===== src/rtl/store_unit.sv =====
// Store buffer: formats byte/half/word stores into lane-aligned entries, queues
// them in a circular FIFO and drains them to memory or to the LED register.
module store_unit #(
  parameter int unsigned XLEN      = 32,
  parameter int unsigned ALEN      = 32,
  parameter int unsigned LED_WIDTH = 4,
  parameter int unsigned SB_DEPTH  = 2
) (
  input  logic                 clk,
  input  logic                 rst,
  input  logic                 st_valid,
  output logic                 st_ready,
  input  logic [ALEN-1:0]      st_addr,
  input  logic [XLEN-1:0]      st_data,
  input  logic [2:0]           st_funct3,
  output logic                 st_error,
  output logic                 mem_req,
  input  logic                 mem_ack,
  output logic [ALEN-1:0]      mem_addr,
  output logic [XLEN-1:0]      mem_wdata,
  output logic [3:0]           mem_wstrb,
  output logic [LED_WIDTH-1:0] led_out,
  output logic                 sb_empty
);

  localparam int unsigned PTR_W = (SB_DEPTH > 1) ? $clog2(SB_DEPTH) : 1;
  localparam int unsigned CNT_W = PTR_W + 1;
  localparam logic [ALEN-1:0] MMIO_LED_ADDR = ALEN'(32'hFFFF_FFF0);

  typedef enum logic [0:0] {IDLE, REQ} state_t;

  state_t               state;
  logic [CNT_W-1:0]     count;
  logic [PTR_W-1:0]     wr_ptr;
  logic [PTR_W-1:0]     rd_ptr;

  logic [ALEN-1:0]      sb_addr  [SB_DEPTH];
  logic [XLEN-1:0]      sb_wdata [SB_DEPTH];
  logic [3:0]           sb_strb  [SB_DEPTH];
  logic                 sb_mmio  [SB_DEPTH];

  logic                 accept_c;
  logic                 bad_c;
  logic                 enq_c;
  logic                 deq_c;
  logic                 mmio_c;
  logic                 head_mmio_c;
  logic [3:0]           strb_c;
  logic [XLEN-1:0]      wdata_c;
  logic [CNT_W-1:0]     count_nxt_c;

  // Store formatting: lane strobes, replicated data and alignment check
  always_comb begin
    strb_c  = 4'b0000;
    wdata_c = '0;
    bad_c   = 1'b0;
    case (st_funct3)
      3'b000: begin
        strb_c  = 4'b0001 << st_addr[1:0];
        wdata_c = XLEN'({4{st_data[7:0]}});
      end
      3'b001: begin
        bad_c   = st_addr[0];
        strb_c  = st_addr[1] ? 4'b1100 : 4'b0011;
        wdata_c = XLEN'({2{st_data[15:0]}});
      end
      3'b010: begin
        bad_c   = |st_addr[1:0];
        strb_c  = 4'b1111;
        wdata_c = st_data;
      end
      default: bad_c = 1'b1;
    endcase
  end

  always_comb begin
    accept_c    = st_valid && st_ready;
    enq_c       = accept_c && !bad_c;
    mmio_c      = (st_addr[ALEN-1:2] == MMIO_LED_ADDR[ALEN-1:2]);
    head_mmio_c = sb_mmio[rd_ptr];
    deq_c       = ((state == IDLE) && (count != '0) && head_mmio_c) ||
                  ((state == REQ) && mem_ack);
    count_nxt_c = count + CNT_W'(enq_c) - CNT_W'(deq_c);
  end

  // Entry storage; contents are only meaningful while counted
  always_ff @(posedge clk) begin
    if (enq_c) begin
      sb_addr[wr_ptr]  <= {st_addr[ALEN-1:2], 2'b00};
      sb_wdata[wr_ptr] <= wdata_c;
      sb_strb[wr_ptr]  <= strb_c;
      sb_mmio[wr_ptr]  <= mmio_c;
    end
  end

  always_ff @(posedge clk) begin
    if (rst) begin
      state     <= IDLE;
      count     <= '0;
      wr_ptr    <= '0;
      rd_ptr    <= '0;
      mem_req   <= 1'b0;
      mem_addr  <= '0;
      mem_wdata <= '0;
      mem_wstrb <= 4'b0000;
      st_error  <= 1'b0;
      led_out   <= '0;
      st_ready  <= 1'b1;
      sb_empty  <= 1'b1;
    end else begin
      st_error <= accept_c && bad_c;
      if (enq_c) wr_ptr <= wr_ptr + PTR_W'(1);
      if (deq_c) rd_ptr <= rd_ptr + PTR_W'(1);
      count    <= count_nxt_c;
      st_ready <= (count_nxt_c < CNT_W'(SB_DEPTH));
      // A pending or in-flight entry is always still counted, so count alone decides
      sb_empty <= (count_nxt_c == '0);

      case (state)
        IDLE: begin
          if (count != '0) begin
            if (head_mmio_c) begin
              if (sb_strb[rd_ptr][0]) led_out <= sb_wdata[rd_ptr][LED_WIDTH-1:0];
            end else begin
              state     <= REQ;
              mem_req   <= 1'b1;
              mem_addr  <= sb_addr[rd_ptr];
              mem_wdata <= sb_wdata[rd_ptr];
              mem_wstrb <= sb_strb[rd_ptr];
            end
          end
        end
        REQ: begin
          if (mem_ack) begin
            state     <= IDLE;
            mem_req   <= 1'b0;
            mem_wstrb <= 4'b0000;
          end
        end
        default: state <= IDLE;
      endcase
    end
  end

endmodule


===== config.mk =====
export PLATFORM = sky130hd
export DESIGN_NAME = store_unit
export DESIGN_NICKNAME = d
export VERILOG_FILES = /design/src/rtl/store_unit.sv
export SDC_FILE = /design/constraint.sdc
export NUM_CORES = 1
export LEC_CHECK = 0
export CAP_MARGIN = 10
export CORE_MARGIN = 2
export CORE_UTILIZATION = 50
export DETAILED_ROUTE_END_ITERATION = 12
export PLACE_DENSITY = 0.84
export SYNTH_ARGS = -nofsm -noshare
export SYNTH_HDL_FRONTEND = slang
export SYNTH_SLANG_ARGS = --single-unit
export TNS_END_PERCENT = 50

===== constraint.sdc =====
create_clock -name clk -period 13.6 [get_ports clk]
set_input_delay 2.72 -clock clk [delete_from_list [all_inputs] [get_ports clk]]
set_output_delay 2.72 -clock clk [all_outputs]
set_load 0.02 [all_outputs]

Word level (Yosys, flattened, before mapping)
Memories as Yosys holds them, arrays and structs flattened. A register that Yosys moved wholly into a read port is not among the register bits. Cells that the tools add are included.

Bits of input ports: 71. Memory bits (writable): 134. Memories kept: 4. Register bits: 81.

Memory list: sb_wdata (depth 2, width 32, rd ports 1, clocked after Yosys merged registers in 1, wr ports 1, line 38) `logic [XLEN-1:0] sb_wdata [SB_DEPTH];`; sb_addr (depth 2, width 30, rd ports 1, clocked after Yosys merged registers in 1, wr ports 1, line 37) `logic [ALEN-1:0] sb_addr [SB_DEPTH];`; sb_strb (depth 2, width 4, rd ports 1, clocked after Yosys merged registers in 1, wr ports 1, line 39) `logic [3:0] sb_strb [SB_DEPTH];`; sb_mmio (depth 2, width 1, rd ports 1, clocked after Yosys merged registers in 1, wr ports 1, line 40) `logic sb_mmio [SB_DEPTH];`.

Magnitude comparators: 1. Equality and inequality tests: 6. Shifts and indexed selects: 1. Muxes and demuxes: 24. Add/sub/neg operators: 4. Bitwise logic cells: 2. Reductions and logical operators: 15.

Operator list (number): 32-bit one-hot mux with 3 select lines (1); 30-bit == test, second input constant (1); 4-bit 2-to-1 mux (4); 1-bit 2-to-1 mux (14); 4-bit one-hot mux with 3 select lines (1); 4-bit one-hot mux with 2 select lines (1); 1-bit logical AND (6); 3-bit AND reduction (2); 2-bit inequality test, second input constant (2); 1-bit one-hot mux with 2 select lines (2); 4-bit AND reduction (1); 1-bit by 2-bit << shifter with 4-bit output, first input constant (1); 3-bit by 1-bit == test with 1-bit output, second input constant (1); 3-bit by 2-bit == test with 1-bit output, second input constant (1); 3-bit logical NOT (1); 1-bit one-hot mux with 3 select lines (1); 1-bit adder, second input constant (2); 2-bit by 1-bit adder with 2-bit output (1); 2-bit logical NOT (1); 2-bit < comparator, second input constant (1); 2-bit by 1-bit inequality test with 1-bit output, second input constant (1); 1-bit NOT (2); 2-bit nonzero test (1); 2-bit OR reduction (1); 3 further kinds (3).

Logic depth before layout (Yosys ltp)
Word-level depth: 7. Mapped depth: 9. Mapped depth without buffers: 9.

Worst setup path after synthesis
Ideal clock, no wire load.

Path kind: input-to-reg. Start: input st_funct3[0]. End: memory sb_addr[0][0] (netlist bit) (enable). Slack: 6.828 ns. Stages on the path: 4. Arrival time: 6.280 ns. Setup time: 0.492 ns. Buffers on the path: 0. Cells stage by stage: or3_1 > a211oi_2 > inv_1 > nor2_1.

Cells in the longest elaborated chain, start to end: 6.

Ends and longest elaborated chain: start: declaration (line 15) `input logic [2:0] st_funct3,`; 3-bit by 2-bit == test with 1-bit output, or another cell as far along (line 57) `case (st_funct3)`; 1-bit one-hot mux with 3 select lines (*) (line 57); 1-bit logical NOT (*) (line 78) `enq_c = accept_c && !bad_c;`; 1-bit logical AND (*) (line 78); 1-bit 2-to-1 mux (*) (line 88) `if (enq_c) begin`; 1-bit 2-to-1 mux (not written as such) (*) (line 89) `sb_addr[wr_ptr] <= {st_addr[ALEN-1:2], 2'b00};`; end: declaration (line 37).

Every way passes the cells marked *; elsewhere a longest branch is shown, timed or not.

Final worst setup path
Start: input st_funct3[1]. End: memory sb_addr[0][16] (netlist bit) (enable).

The elaborated chain is that of the path after synthesis.

==> summary.md <==
| Metric | Value |
|---|---|
| Share of total power in combinational logic | `a little over 30%` |
| WP data arrival | `roughly 5.3 ns` |
| Share of cells above drive strength 1 | `11.13%` |
| Clk sinks | `roughly 210` |
| M1 GR Usage | `between 20% and 30%` |
| Vias/cell | `~5.7` |
| Clk_lat worst skew | `around 0.5 ns` |
| Die Wd | `134.5 um` |
| Fin area | `10730 um2` |
| Crit-path max FO | `67` |
| Initial Utilization | `between 50% and 60%` |
| Skew final | `between 0.01 and 0.015 ns` |
| Seq pwr share | `a little over two fifths` |
| Worst Path Buf+Inv | `3` |
| Final HPWL DP | `12.24 mm` |
| Clock network fraction of design power | `between 20% and 30%` |
| Row count | `47` |
| ANT nets after route | `0` |
| Ys flop type | `edfxtp_1` |
| Top delay family on crit path | `buffers and inverters` |
| Worst VDD drop | `around 0.14 mV` |
| GR Util met3 | `under 10%` |
| Psw | `roughly 0.70 mW` |
| Placed standard-cell area | `10020 um2` |
| Share of flip-flops with an asynchronous set or reset | `0%` |
| Hold crit path type | `reg2reg` |
| Area grow syn2layout | `25.96%` |
| DRC viols | `0` |
| YS warnings | `0` |
| Leakage | `3.479 nW` |
| Multi-input logic area | `about 2600 um2` |
| Status | `complete, no violations` |
| Critical path type | `in2reg` |
| Fin nets | `821` |
| Final setup violation count | `0` |
| MaxCap Viol Count | `0` |
| Fmax | `between 0.15 and 0.2 GHz` |
| Mapped cell area | `around 8500 um2` |
| Total number of vias | `roughly 5600` |
| Overflow after GRT | `0` |
| Hold_ws | `0.4629 ns` |
| Pins Over Slew Limit | `0` |
| CORE AREA | `~17000 um2` |
| Critical path, cell by cell | `clkdlybuf4s50_1, a21o_1, a211oi_2, inv_1, nor2_4, buf_4` |
| PD cells | `approximately 200 nW/um2` |
| Drt pass-1 iters | `6` |
| Minimum clock period | `a little over 5 ns` |
| M2 GR Usage | `~37%` |
| Internal | `~1.5 mW` |
| Period Utilization, post-route | `38.22%` |
| PortBufs | `between 100 and 150` |
| Inserted Clock Buffers | `22` |
| Synthesis-stage register bit count | `around 210` |
| H-tree lvl count | `1` |
| GRT Overall Usage | `21.31%` |
| Startpoint Class | `input port` |
| Register area share after synthesis | `between 60 and 70%` |
| Post-synth EDFFs | `around 130` |
| Clock Tree Buf Depth | `3` |
| Crit path required time | `about 14 ns` |
| Hold Fails Final Rpt | `0` |
| Postcts setup bufs | `0` |
| Cell count after synthesis | `roughly 630` |
| Fill cell count | `approximately 1200` |
| Slowest-stage cell, CP | `clkdlybuf4s50_1` |
| RSZ-0062 raised after global routing | `false` |
| GP Congestion | `between 0.8 and 0.9` |
| Largest net degree at the start of global routing | `80` |
| Io pins | `around 150` |
| Sw frac | `roughly a third` |
| Setup TNS | `0 ns` |
| Vias in the first global route | `5619` |
| Root buf cell | `clkbuf_16` |
| Worst slew margin | `about a fifth` |
| GR peak layer | `met2` |
| Average size of a mapped cell | `about 14 um2` |
| Die area | `between 15000 and 20000 um2` |
| Max incr delay on CP | `between 0.9 and 1 ns` |
| Netlist cell types | `between 40 and 50` |
| Routed WL | `between 15 and 20 mm` |
| Cts hold-fix bufs | `0` |
| TritonCTS clock tree | `built` |
| DIE HEIGHT | `between 100 and 150 um` |
| Routed wire per std cell | `roughly 20 um` |
| Worst-path clk slew | `0.06 ns` |
| First-pass GRT wire length | `about 30 mm` |
| Endpoint class of the critical path | `flip-flop` |
| Ant diodes | `0` |
| Worst slew pin tran | `between 1 and 1.5 ns` |
| PostCTS Resize Cnt | `0` |
| Antenna violations before repair | `0` |
| Storage cell area | `5628 um2` |
| Iteration-0 DRC Markers | `399` |
## worst paths after layout
check,cells past startpoint,slack [ns],to,startpoint
max reg2reg,3,10.75,mem_wdata[22]$_SDFFE_PP0P_,flip-flop
min reg2reg,2,0.46,mem_req$_SDFFE_PP0P_,mem_req$_SDFFE_PP0P_
max,6,8.40,sb_addr[0][16]$_DFFE_PP_,st_funct3[1]
min,2,0.46,mem_req$_SDFFE_PP0P_,mem_req$_SDFFE_PP0P_
## worst min-delay path: stages (launching register included)
cell	delay, ns
dfxtp_1	0.31
nand2_1	0.05
a21oi_1	0.05
## cell usage after synthesis (6+ instances only)
master / n / area, um2
and2_1: 9 / 56.30
a211oi_1: 36 / 270.3
clkbuf_1: 21 / 78.83
a211oi_2: 31 / 387.9
nand2b_1: 10 / 62.56
a21o_1: 17 / 127.6
nor2_1: 8 / 30.03
mux2i_1: 62 / 620.6
nand2_1: 36 / 135.1
a21oi_1: 96 / 480.5
mux2_2: 6 / 67.56
buf_2: 12 / 60.06
buf_4: 7 / 52.55
buf_6: 6 / 67.56
edfxtp_1: 134 / 4024
dfxtp_1: 80 / 1602
nor2b_1: 7 / 43.79
## through the flow
step	instances	worst slack [ns]	util, %	power (mW)
2_1_floorplan	626	6.828	-	1.318
3_3_place_gp	944	8.033	60.20	1.563
3_5_place_dp	944	7.922	60.20	1.583
4_1_cts	984	8.401	64.49	2.172
5_1_grt	984	8.275	64.49	2.258
6_report	984	8.403	64.49	2.157
## cells by family (layout without fill, tap and decap cells)
logic type,after synthesis,in the layout,share of synthesized area [%]
XOR/XNOR,1,1,0.2643
other,1,2,0.04401
buffers and inverters,55,193,3.436
AND/OR/NAND/NOR,88,88,5.404
adder cells (fa/ha/maj),2,2,0.2936
flip-flops,214,214,66.02
multiplexers,71,71,8.546
AO/OA/AOI/OAI,193,193,15.99
## routing by layer
layer | wire length [um] | part of all wire (%) | up-vias
met5 | 0 | 0 | -
met4 | 325 | 1.7 | 0
met3 | 1471 | 7.5 | 30
met2 | 9682 | 50 | 247
met1 | 8014 | 41 | 2745
li1 | - | - | 2606
## area by class of cell
class	count	share of cell area [%]
clock buffer	26	5.456
clock inverter	14	1.201
inverter	4	0.1399
multi-input combinational	357	24.45
sequential	214	52.44
tap	220	2.565
timing repair buffer	149	13.76
## sequential cells by signal (all words and copies together) (netlist names), 2 cells and up, named ones only
register   flops
sb_addr       60
mem_addr      30
led_out        4
sb_strb        8
mem_wstrb      4
mem_wdata     32
sb_wdata      64
sb_mmio        2
count          2
## cell usage in the layout, fill, tap and decap left out, types with 2 or more instances in the layout
| cell type | Yosys | routed |
|---|---|---|
| o211ai_1 | 4 | 4 |
| inv_1 | 4 | 4 |
| clkinv_2 | 0 | 3 |
| edfxtp_1 | 134 | 134 |
| a31oi_1 | 4 | 4 |
| o21a_1 | 2 | 2 |
| mux2_2 | 6 | 6 |
| bufinv_16 | 0 | 2 |
| nand4b_1 | 2 | 2 |
| dfxtp_1 | 80 | 78 |
| dfxtp_2 | 0 | 2 |
| clkbuf_16 | 0 | 22 |
| nor2_1 | 8 | 7 |
| mux2i_1 | 62 | 62 |
| clkinv_1 | 0 | 6 |
| nand3_1 | 5 | 5 |
| nand4_1 | 4 | 4 |
| clkbuf_1 | 21 | 2 |
| a211oi_2 | 31 | 31 |
| buf_4 | 7 | 6 |
| clkbuf_8 | 0 | 2 |
| nor2b_1 | 7 | 7 |
| a21o_1 | 17 | 17 |
| clkdlybuf4s50_1 | 0 | 143 |
| nand2b_1 | 10 | 10 |
| and2_1 | 9 | 8 |
| nand2_1 | 36 | 36 |
| clkinvlp_4 | 0 | 2 |
| a21oi_1 | 96 | 96 |
| ha_1 | 2 | 2 |
| a211oi_1 | 36 | 36 |
| conb_1 | 1 | 2 |
## power groups by stage
stage               Clock (mW)  Combinational, mW  Sequential (mW)
global route             0.624              0.715            0.919
finish                   0.585              0.669            0.904
global placement             0              0.655            0.909
detailed placement           0              0.668            0.914
floorplan                    0              0.354            0.964
CTS                      0.595              0.674            0.903
Power figures use the tool's default switching activity.
